File: config.mk
export PLATFORM = sky130hd
export DESIGN_NAME = pipeline_hazard_controller
export DESIGN_NICKNAME = d
export VERILOG_FILES = /design/src/rtl/cpu_pkg.sv /design/src/rtl/raw_hazard_detect.sv /design/src/rtl/pipeline_hazard_controller.sv
export SDC_FILE = /design/constraint.sdc
export NUM_CORES = 1
export LEC_CHECK = 0
export BUFFER_PORTS_ARGS = -buffer_cell sky130_fd_sc_hd__buf_4
export CAP_MARGIN = 5
export CORE_ASPECT_RATIO = 1.75
export CORE_MARGIN = 5
export CORE_UTILIZATION = 54
export DETAILED_ROUTE_END_ITERATION = 10
export PLACE_DENSITY = 0.93
export SYNTH_ARGS = -nofsm -noshare
export SYNTH_HDL_FRONTEND = slang
export SYNTH_SLANG_ARGS = --single-unit
File: constraint.sdc
create_clock -name clk -period 4.9 [get_ports clk]
set_clock_uncertainty 0.05 [all_clocks]
set_input_delay 0.98 -clock clk [delete_from_list [all_inputs] [get_ports clk]]
set_output_delay 0.98 -clock clk [all_outputs]
set_load 0.005 [all_outputs]
File: src/rtl/cpu_pkg.sv
// Shared types and constants for the pipeline hazard controller.
package cpu_pkg;

    localparam int REG_AW = 4;

    typedef enum logic [1:0] {
        RUN         = 2'd0,
        MEM_WAIT    = 2'd1,
        MEM_RELEASE = 2'd2
    } hc_state_e;

    localparam hc_state_e STATE_RESET = RUN;
    localparam logic      FLAG_CLR    = 1'b0;

endpackage

File: src/rtl/raw_hazard_detect.sv
// Combinational RAW comparator between the ID sources and the EXE/MEM destinations.
// Build option FORWARDING_EN: only load-use against the EXE destination stalls.
module raw_hazard_detect #(
    parameter int REG_AW = cpu_pkg::REG_AW
) (
    input  logic [REG_AW-1:0] id_src1,
    input  logic [REG_AW-1:0] id_src2,
    input  logic              id_two_src,
    input  logic              id_src1_used,
    input  logic [REG_AW-1:0] exe_dest,
    input  logic              exe_wb_en,
    input  logic              exe_mem_read,
    input  logic [REG_AW-1:0] mem_dest,
    input  logic              mem_wb_en,
    output logic              raw_hazard
);

`ifdef FORWARDING_EN
    localparam logic FWD = 1'b1;
`else
    localparam logic FWD = 1'b0;
`endif

    logic exe_en;
    logic mem_en;
    logic src1_hit;
    logic src2_hit;

    // With forwarding, only a load still in EXE cannot be bypassed.
    assign exe_en = exe_wb_en && (!FWD || exe_mem_read);
    assign mem_en = mem_wb_en && !FWD;

    assign src1_hit = (exe_en && (id_src1 == exe_dest)) || (mem_en && (id_src1 == mem_dest));
    assign src2_hit = (exe_en && (id_src2 == exe_dest)) || (mem_en && (id_src2 == mem_dest));

    assign raw_hazard = (id_src1_used && src1_hit) || (id_two_src && src2_hit);

endmodule

File: src/rtl/pipeline_hazard_controller.sv
// Stall/flush sequencer: memory-wait FSM, pending branch, timeout flag and stall counter.
// FORWARDING_EN (in raw_hazard_detect) narrows the RAW check to load-use only.
module pipeline_hazard_controller #(
    parameter int REG_AW      = cpu_pkg::REG_AW,
    parameter int MEM_TIMEOUT = 64,
    parameter int CNT_W       = 16
) (
    input  logic              clk,
    input  logic              rst,
    input  logic [REG_AW-1:0] id_src1,
    input  logic [REG_AW-1:0] id_src2,
    input  logic              id_two_src,
    input  logic              id_src1_used,
    input  logic [REG_AW-1:0] exe_dest,
    input  logic              exe_wb_en,
    input  logic              exe_mem_read,
    input  logic [REG_AW-1:0] mem_dest,
    input  logic              mem_wb_en,
    input  logic              branch_taken,
    input  logic              mem_req,
    input  logic              sram_ready,
    output logic              hazard_freeze,
    output logic              if_id_flush,
    output logic              id_exe_flush,
    output logic              pipe_freeze,
    output logic              mem_timeout_err,
    output logic [CNT_W-1:0]  stall_count,
    output logic [1:0]        dbg_state
);
    import cpu_pkg::*;

    localparam int                WAIT_W    = (MEM_TIMEOUT > 2) ? $clog2(MEM_TIMEOUT) : 1;
    localparam logic [WAIT_W-1:0] WAIT_LAST = WAIT_W'(MEM_TIMEOUT - 1);

    hc_state_e         state_q, state_d;
    logic              branch_pending_q, branch_pending_d;
    logic [WAIT_W-1:0] wait_cnt_q, wait_cnt_d;
    logic              timeout_err_q, timeout_err_d;
    logic [CNT_W-1:0]  stall_cnt_q, stall_cnt_d;
    logic              raw_hazard;
    logic              branch_flush;

    raw_hazard_detect #(.REG_AW(REG_AW)) u_raw (
        .id_src1      (id_src1),
        .id_src2      (id_src2),
        .id_two_src   (id_two_src),
        .id_src1_used (id_src1_used),
        .exe_dest     (exe_dest),
        .exe_wb_en    (exe_wb_en),
        .exe_mem_read (exe_mem_read),
        .mem_dest     (mem_dest),
        .mem_wb_en    (mem_wb_en),
        .raw_hazard   (raw_hazard)
    );

    always_ff @(posedge clk or posedge rst) begin
        if (rst) begin
            state_q <= STATE_RESET;
        end else begin
            state_q <= state_d;
        end
    end

    always_comb begin
        state_d = state_q;
        case (state_q)
            RUN:         if (mem_req && !sram_ready) state_d = MEM_WAIT;
            MEM_WAIT:    if (sram_ready) state_d = MEM_RELEASE;
            MEM_RELEASE: state_d = RUN;
            default:     state_d = RUN;
        endcase
    end

    // The ready cycle itself does not freeze: the pipeline advances with the returned data.
    always_comb begin
        pipe_freeze   = 1'b0;
        hazard_freeze = 1'b0;
        if_id_flush   = 1'b0;
        id_exe_flush  = 1'b0;
        branch_flush  = 1'b0;
        if (!rst) begin
            case (state_q)
                RUN:      pipe_freeze = mem_req && !sram_ready;
                MEM_WAIT: pipe_freeze = !sram_ready;
                default:  pipe_freeze = 1'b0;
            endcase
            if (!pipe_freeze) begin
                branch_flush  = branch_taken || ((state_q == MEM_RELEASE) && branch_pending_q);
                if_id_flush   = branch_flush;
                hazard_freeze = raw_hazard && !branch_flush;
                id_exe_flush  = branch_flush || hazard_freeze;
            end
        end
    end

    always_comb begin
        branch_pending_d = branch_pending_q;
        if (state_q == MEM_RELEASE) begin
            branch_pending_d = 1'b0;
        end else if (pipe_freeze && branch_taken) begin
            branch_pending_d = 1'b1;
        end

        wait_cnt_d = '0;
        if ((state_q == MEM_WAIT) && !sram_ready) begin
            wait_cnt_d = (wait_cnt_q == WAIT_LAST) ? wait_cnt_q : wait_cnt_q + WAIT_W'(1);
        end

        timeout_err_d = timeout_err_q || ((state_q == MEM_WAIT) && (wait_cnt_q == WAIT_LAST));

        stall_cnt_d = stall_cnt_q;
        if ((pipe_freeze || hazard_freeze) && !(&stall_cnt_q)) begin
            stall_cnt_d = stall_cnt_q + CNT_W'(1);
        end
    end

    always_ff @(posedge clk or posedge rst) begin
        if (rst) begin
            branch_pending_q <= FLAG_CLR;
            wait_cnt_q       <= '0;
            timeout_err_q    <= FLAG_CLR;
            stall_cnt_q      <= '0;
        end else begin
            branch_pending_q <= branch_pending_d;
            wait_cnt_q       <= wait_cnt_d;
            timeout_err_q    <= timeout_err_d;
            stall_cnt_q      <= stall_cnt_d;
        end
    end

    assign mem_timeout_err = timeout_err_q;
    assign stall_count     = stall_cnt_q;
    assign dbg_state       = state_q;

endmodule

==> reports/results.tsv, run 1 <==
metric	value	unit
main combinational cell family by area after synthesis	simple AND/OR/NAND/NOR gates	
Max clock buf depth	2	
post-synthesis adder-cell area fraction	0.0160	
unrepaired setup endpoints after global routing	false	
# diodes	0	
synth top area cells	dfrtp_1 42%, xnor2_1 7.3%, xor2_1 7.3%, mux2_2 4.3%, nor2_1 3.4%	
Hold WC Path Type	reg -> reg	
remaining global-route overflow	0	
Critical Path Start Type	input pin	
Tmin final	3490	ps
First-pass DRT Iterations	4	
clock root cell	clkbuf_8	
Post-CTS Setup Inserts	0	
clk slew on worst S/H paths	80	ps
DR WL/cell	15.6	um
most common cell in the netlist	dfrtp_1	
clock sinks	26	
most frequent cells after synthesis	26 x dfrtp_1, 14 x nor2_1, 13 x xnor2_1, 13 x xor2_1, 10 x nor3_1	
Finished Layout Cells	229	
EDFF count, synth	0	
r2r worst-path depth	6	
total power	514	uW
Nets	231	
Final ANT Viol Nets	0	
Syn-to-layout area delta	26.2	%
top cell type's share of synthesized area	0.415	
fmax	287	MHz
CTS buffer count	3	
total core area	2860	um^2
first-pass GRT wire length	5780	um
mean post-synth cell area	10.1	um^2
Post-CTS Hold Fix Bufs	0	
share of flip-flops with an asynchronous set or reset	1.00	
Max-slew headroom	0.360	
syn nets	183	
I/O pins	49	
full die area	4120	um^2
Max IR drop VDD	0.000226	V
final hold viol count	0	
layout cells sized above 1	0.328	
H-tree depth	1	
reg2reg end	stall_count[12]	
Worst Tran Pin Value	959	ps
# setup viols final	0	
worst hold path cell count	1	
register area share after synthesis	0.415	
Synth Flop Type	dfrtp_1	
Worst Hold Launch	mem_timeout_err	
Die H	81.3	um
starting DRC count in detailed routing	18	
Worst EP arrival	2460	ps
power per standard cell area	260	nW/um^2
WL final	3570	um
MaxCap Viol Count	0	
Core Util, Final	0.691	
GP Congestion	0.742	
vias post-DR	1348	
crit path kind	in -> out	
Synth Warn #	0	
outcome	completed	
initial antenna violation count	0	
final setup TNS	0	ps
P_leak	0.908	nW
Final period util	0.711	
FF+latch count, synth	26	
post-synthesis mux area share	0.0591	
worst-path maximum fanout	16	
post-synthesis compound-gate area fraction	0.125	
Mapped Cells	155	
CTS tree	yes	
Post-CTS Resized	0	
Slew Viols, Final	0	
DP HPWL	2790	um
vias in the first global route	1318	
mapped cell area	1570	um^2
Die W	50.7	um
CP endpoint kind	output pin	
Synth Area in XOR/XNOR	0.145	
R2R setup slack	2630	ps
Worst-Skew Late Latency	270	ps
DRC	0	
Netlist cell types	37	
Hold Path End	mem_timeout_err	
largest net degree at the start of global routing	27	
vias per std cell	5.89	
simple-gate share of the synthesized area	0.215	
Worst Path Required	3870	ps
Total GRT Usage	0.177	
FP Rows	26	
reg2reg start	dbg_state[1]	
Initial Util	0.548	
I/O Buffers	47	
Synth area leader	dfrtp_1	
Cells after DPL	226	
[cell type report]
class | count | area, um^2
inverters | 3 | 11.3
fillers | 218 | 885
repair buffers | 48 | 360
multi-input cells | 121 | 880
well taps | 28 | 35.0
flip-flops and latches | 26 | 651
clock buffers | 3 | 41.3
[sequential cells by signal, indices dropped and copies added, names as in the netlist]
signal and cells:
stall_count 16, wait_cnt_q 6, dbg_state 2, branch_pending_q 1
mem_timeout_err 1
[worst max path at each step]
stage / start / to / slack (ps) / depth (start not counted)
detailed placement: mem_dest[0] / hazard_freeze / 1400 / 6
CTS: mem_dest[0] / hazard_freeze / 1390 / 6
finish: mem_dest[0] / hazard_freeze / 1410 / 6
floorplan: mem_req / hazard_freeze / 1860 / 5
global placement: mem_dest[0] / hazard_freeze / 1400 / 6
global route: mem_dest[0] / hazard_freeze / 1290 / 6
[per-layer routing]
layer / track usage / share of wire / vias up
met5: 0 / 0 / -
met4: 0.0691 / 0.015 / 0
met3: 0.0312 / 0.070 / 5
met2: 0.325 / 0.54 / 49
met1: 0.194 / 0.37 / 646
li1: - / - / 648
[critical path, stage by stage]
cell,delay (ps)
buf_4,120
xor2_1,150
nor3_1,240
nand4_1,210
a41oi_4,540
buf_4,200
[cell usage in the layout, fill, tap and decap left out, drive strengths merged]
cell / n
inv: 3
xor2: 13
nor2: 14
o2111ai: 5
nand3b: 1
nor2b: 1
a21oi: 3
or2: 2
clkbuf: 3
buf: 48
mux2: 7
and3: 8
nand3: 4
and4: 1
or3: 1
dfrtp: 26
nor3b: 1
and2b: 1
a41oi: 1
nor3: 10
o31ai: 1
nor4: 1
ha: 2
or3b: 1
and2: 2
o21ai: 5
nand2b: 1
nand2: 8
a21o: 1
xnor2: 13
a31oi: 1
mux2i: 1
nand4: 5
o211ai: 6
[cell families (layout without fill, tap and decap cells)]
family	Yosys count	count (layout)
AOI/OAI and AO/OA	23	23
xor gates and xnor gates	26	26
adders and majority gates	2	2
buffers and inverters	8	54
DFF	26	26
muxes	8	8
and+or+nand+nor	62	62
[stage by stage]
stage / worst slack, ps / hold WS [ps] / instance area, um^2
final: 1410 / 420 / 1980
after global routing: 1290 / 446 / 1980
after CTS: 1390 / 430 / 1980
after detailed placement: 1400 / 411 / 1940
after global placement: 1400 / 400 / 1940
after floorplan: 1860 / 401 / 1570
[where the power goes]
group	internal, mW	switching (mW)	leakage [nW]	total, mW
Combinational	0.0752	0.0512	0.535	0.126
Clock	0.0552	0.0639	0.0216	0.119
Sequential	0.239	0.0298	0.351	0.269
(Power assumes the default switching activity.)
==> inputs of run 2 (changes only) <==
Settings changed: CORE_UTILIZATION 54 to 46, PLACE_DENSITY 0.93 to 0.85.
Clock period 4.9 ns to 2.9 ns, I/O delays scaled along.
==> reports/results.tsv, run 2 (synthesized netlist as in run 1, its figures left out) <==
metric	value	unit	change
Max-slew headroom	0.721		+0.361
met1 Usage GRT	0.172		-0.0226
First-pass DRT Iterations	4		unchanged
critical path cell sequence	nor2b_4 > a21oi_4 > or3b_1 > a41oi_4 > buf_4		
Die H	87.2	um	+7.3%
P_leak	0.933	nW	+2.7%
DP HPWL	2830	um	+1.4%
starting DRC count in detailed routing	21		+3
H-tree depth	1		unchanged
final setup TNS	0	ps	unchanged
vias in the first global route	1347		+2.2%
I/O pins	49		unchanged
Core Util, Final	0.614		-0.0767
remaining global-route overflow	0		unchanged
WL final	3560	um	-0.34%
Slew Viols, Final	0		unchanged
DRC	0		unchanged
total core area	3330	um^2	+16%
# diodes	0		unchanged
slowest CP cell	dfrtp_1		
vias post-DR	1326		-1.6%
final hold viol count	0		unchanged
Hold WC Path Type	in -> async		
Final period util	0.880		
number of flip-flops in the largest register	16		unchanged
Worst Tran Pin Value	416	ps	-544 ps
clock root cell	clkbuf_8		
unrepaired setup endpoints after global routing	false		
Tmin final	2550	ps	
Max stage delay on crit path	450	ps	-90 ps
largest net degree at the start of global routing	27		unchanged
Die W	54.1	um	+6.7%
met2 Track Usage GR	0.314		-0.0106
Post-CTS Hold Fix Bufs	0		unchanged
fmax	392	MHz	
Total GRT Usage	0.163		-0.0140
Syn-to-layout area delta	30.4	%	
Critical Path Start Type	register		
crit path kind	reg -> out		
MaxCap Viol Count	0		unchanged
area of the multi-input gates	880	um^2	unchanged
CTS buffer count	3		unchanged
most common cell after layout, fill and taps aside	buf_4		
Nets	233		+0.87%
# setup viols final	0		unchanged
I/O Buffers	47		unchanged
full die area	4720	um^2	+15%
CTS tree	yes		
Initial Util	0.471		-0.0766
outcome	completed		
Final ANT Viol Nets	0		unchanged
most frequent cells in the layout	50 x buf_4, 26 x dfrtp_1, 14 x nor2_1		
clk slew on worst S/H paths	90	ps	about the same
GP Congestion	0.709		-4.3%
Worst Path Required	2270	ps	-1600 ps
initial antenna violation count	0		unchanged
layout cells sized above 1	0.338		+0.00988
DR WL/cell	14.3	um	-8.3%
most used routing layer in global routing	met2		
worst-path maximum fanout	7		-9
area taken by flip-flops and latches	651	um^2	unchanged
Post-CTS Setup Inserts	0		unchanged
Layout fillers	281		+29%
Max clock buf depth	2		unchanged
CP endpoint kind	output pin		
first-pass GRT wire length	5820	um	+0.59%
Worst EP arrival	1920	ps	-540 ps
total power	963	uW	+87%
vias per std cell	5.33		-9.5%
power per standard cell area	471	nW/um^2	+81%
Post-CTS Resized	0		unchanged
hold slack	321	ps	-98.9 ps
FP Rows	28		+7.7%
Worst-Skew Late Latency	270	ps	about the same
GRT met3 Usage	0.0137		-0.0175
clock sinks	26		unchanged
Max IR drop VDD	0.000255	V	+13%
## run 2: cell count changes in the layout (fill, tap and decap cells not counted)
cell	change
bufinv_16	+1
buf_4	+2
## run 2: power breakdown
group / internal (mW) / total [mW] / switching [mW]
clock network: 0.185 / 0.297 / 0.113
logic: 0.128 / 0.212 / 0.0839
registers: 0.404 / 0.454 / 0.0502
## run 2: final cells by class
type,count,share of cell area
clock buffer,3,0.0202
clock inverter,1,0.0147
inverter,3,0.00551
multi-input combinational,121,0.430
sequential,26,0.318
tap,45,0.0275
timing repair buffer,50,0.184
## run 2: per-stage QoR
step / cells / area, um^2 / setup slack (ps)
after floorplan: 155 / 1570 / 661
after global placement: 245 / 1970 / 409
after detailed placement: 245 / 1970 / 409
after CTS: 249 / 2040 / 333
after global routing: 249 / 2040 / 250
final: 249 / 2040 / 349
## run 2: critical path: cells and delay by family (launching register included)
family	cells	cell delay [ps]
AOI/OAI and AO/OA	2	470
buffers and inverters	1	170
and+or+nand+nor	2	560
DFF	1	450
## run 2: final timing paths
| check | start | endpoint | slack (ps) | cells after the start |
|---|---|---|---|---|
| max reg2reg | dbg_state[1] | stall_count[14] | 610 | 7 |
| max in group asynchronous | rst | stall_count[10] | 2230 | 3 |
| max | dbg_state[1] | hazard_freeze | 350 | 5 |
| min reg2reg | mem_timeout_err | mem_timeout_err | 420 | 1 |
| min | rst | stall_count[8] | 320 | 3 |
| min in group clk | mem_timeout_err | mem_timeout_err | 420 | 1 |
## run 2: metal layers
metal | vias up | wire (um)
li1 | 653 | -
met1 | 637 | 1290
met2 | 34 | 2060
met3 | 2 | 183
met4 | 0 | 33
met5 | - | 0
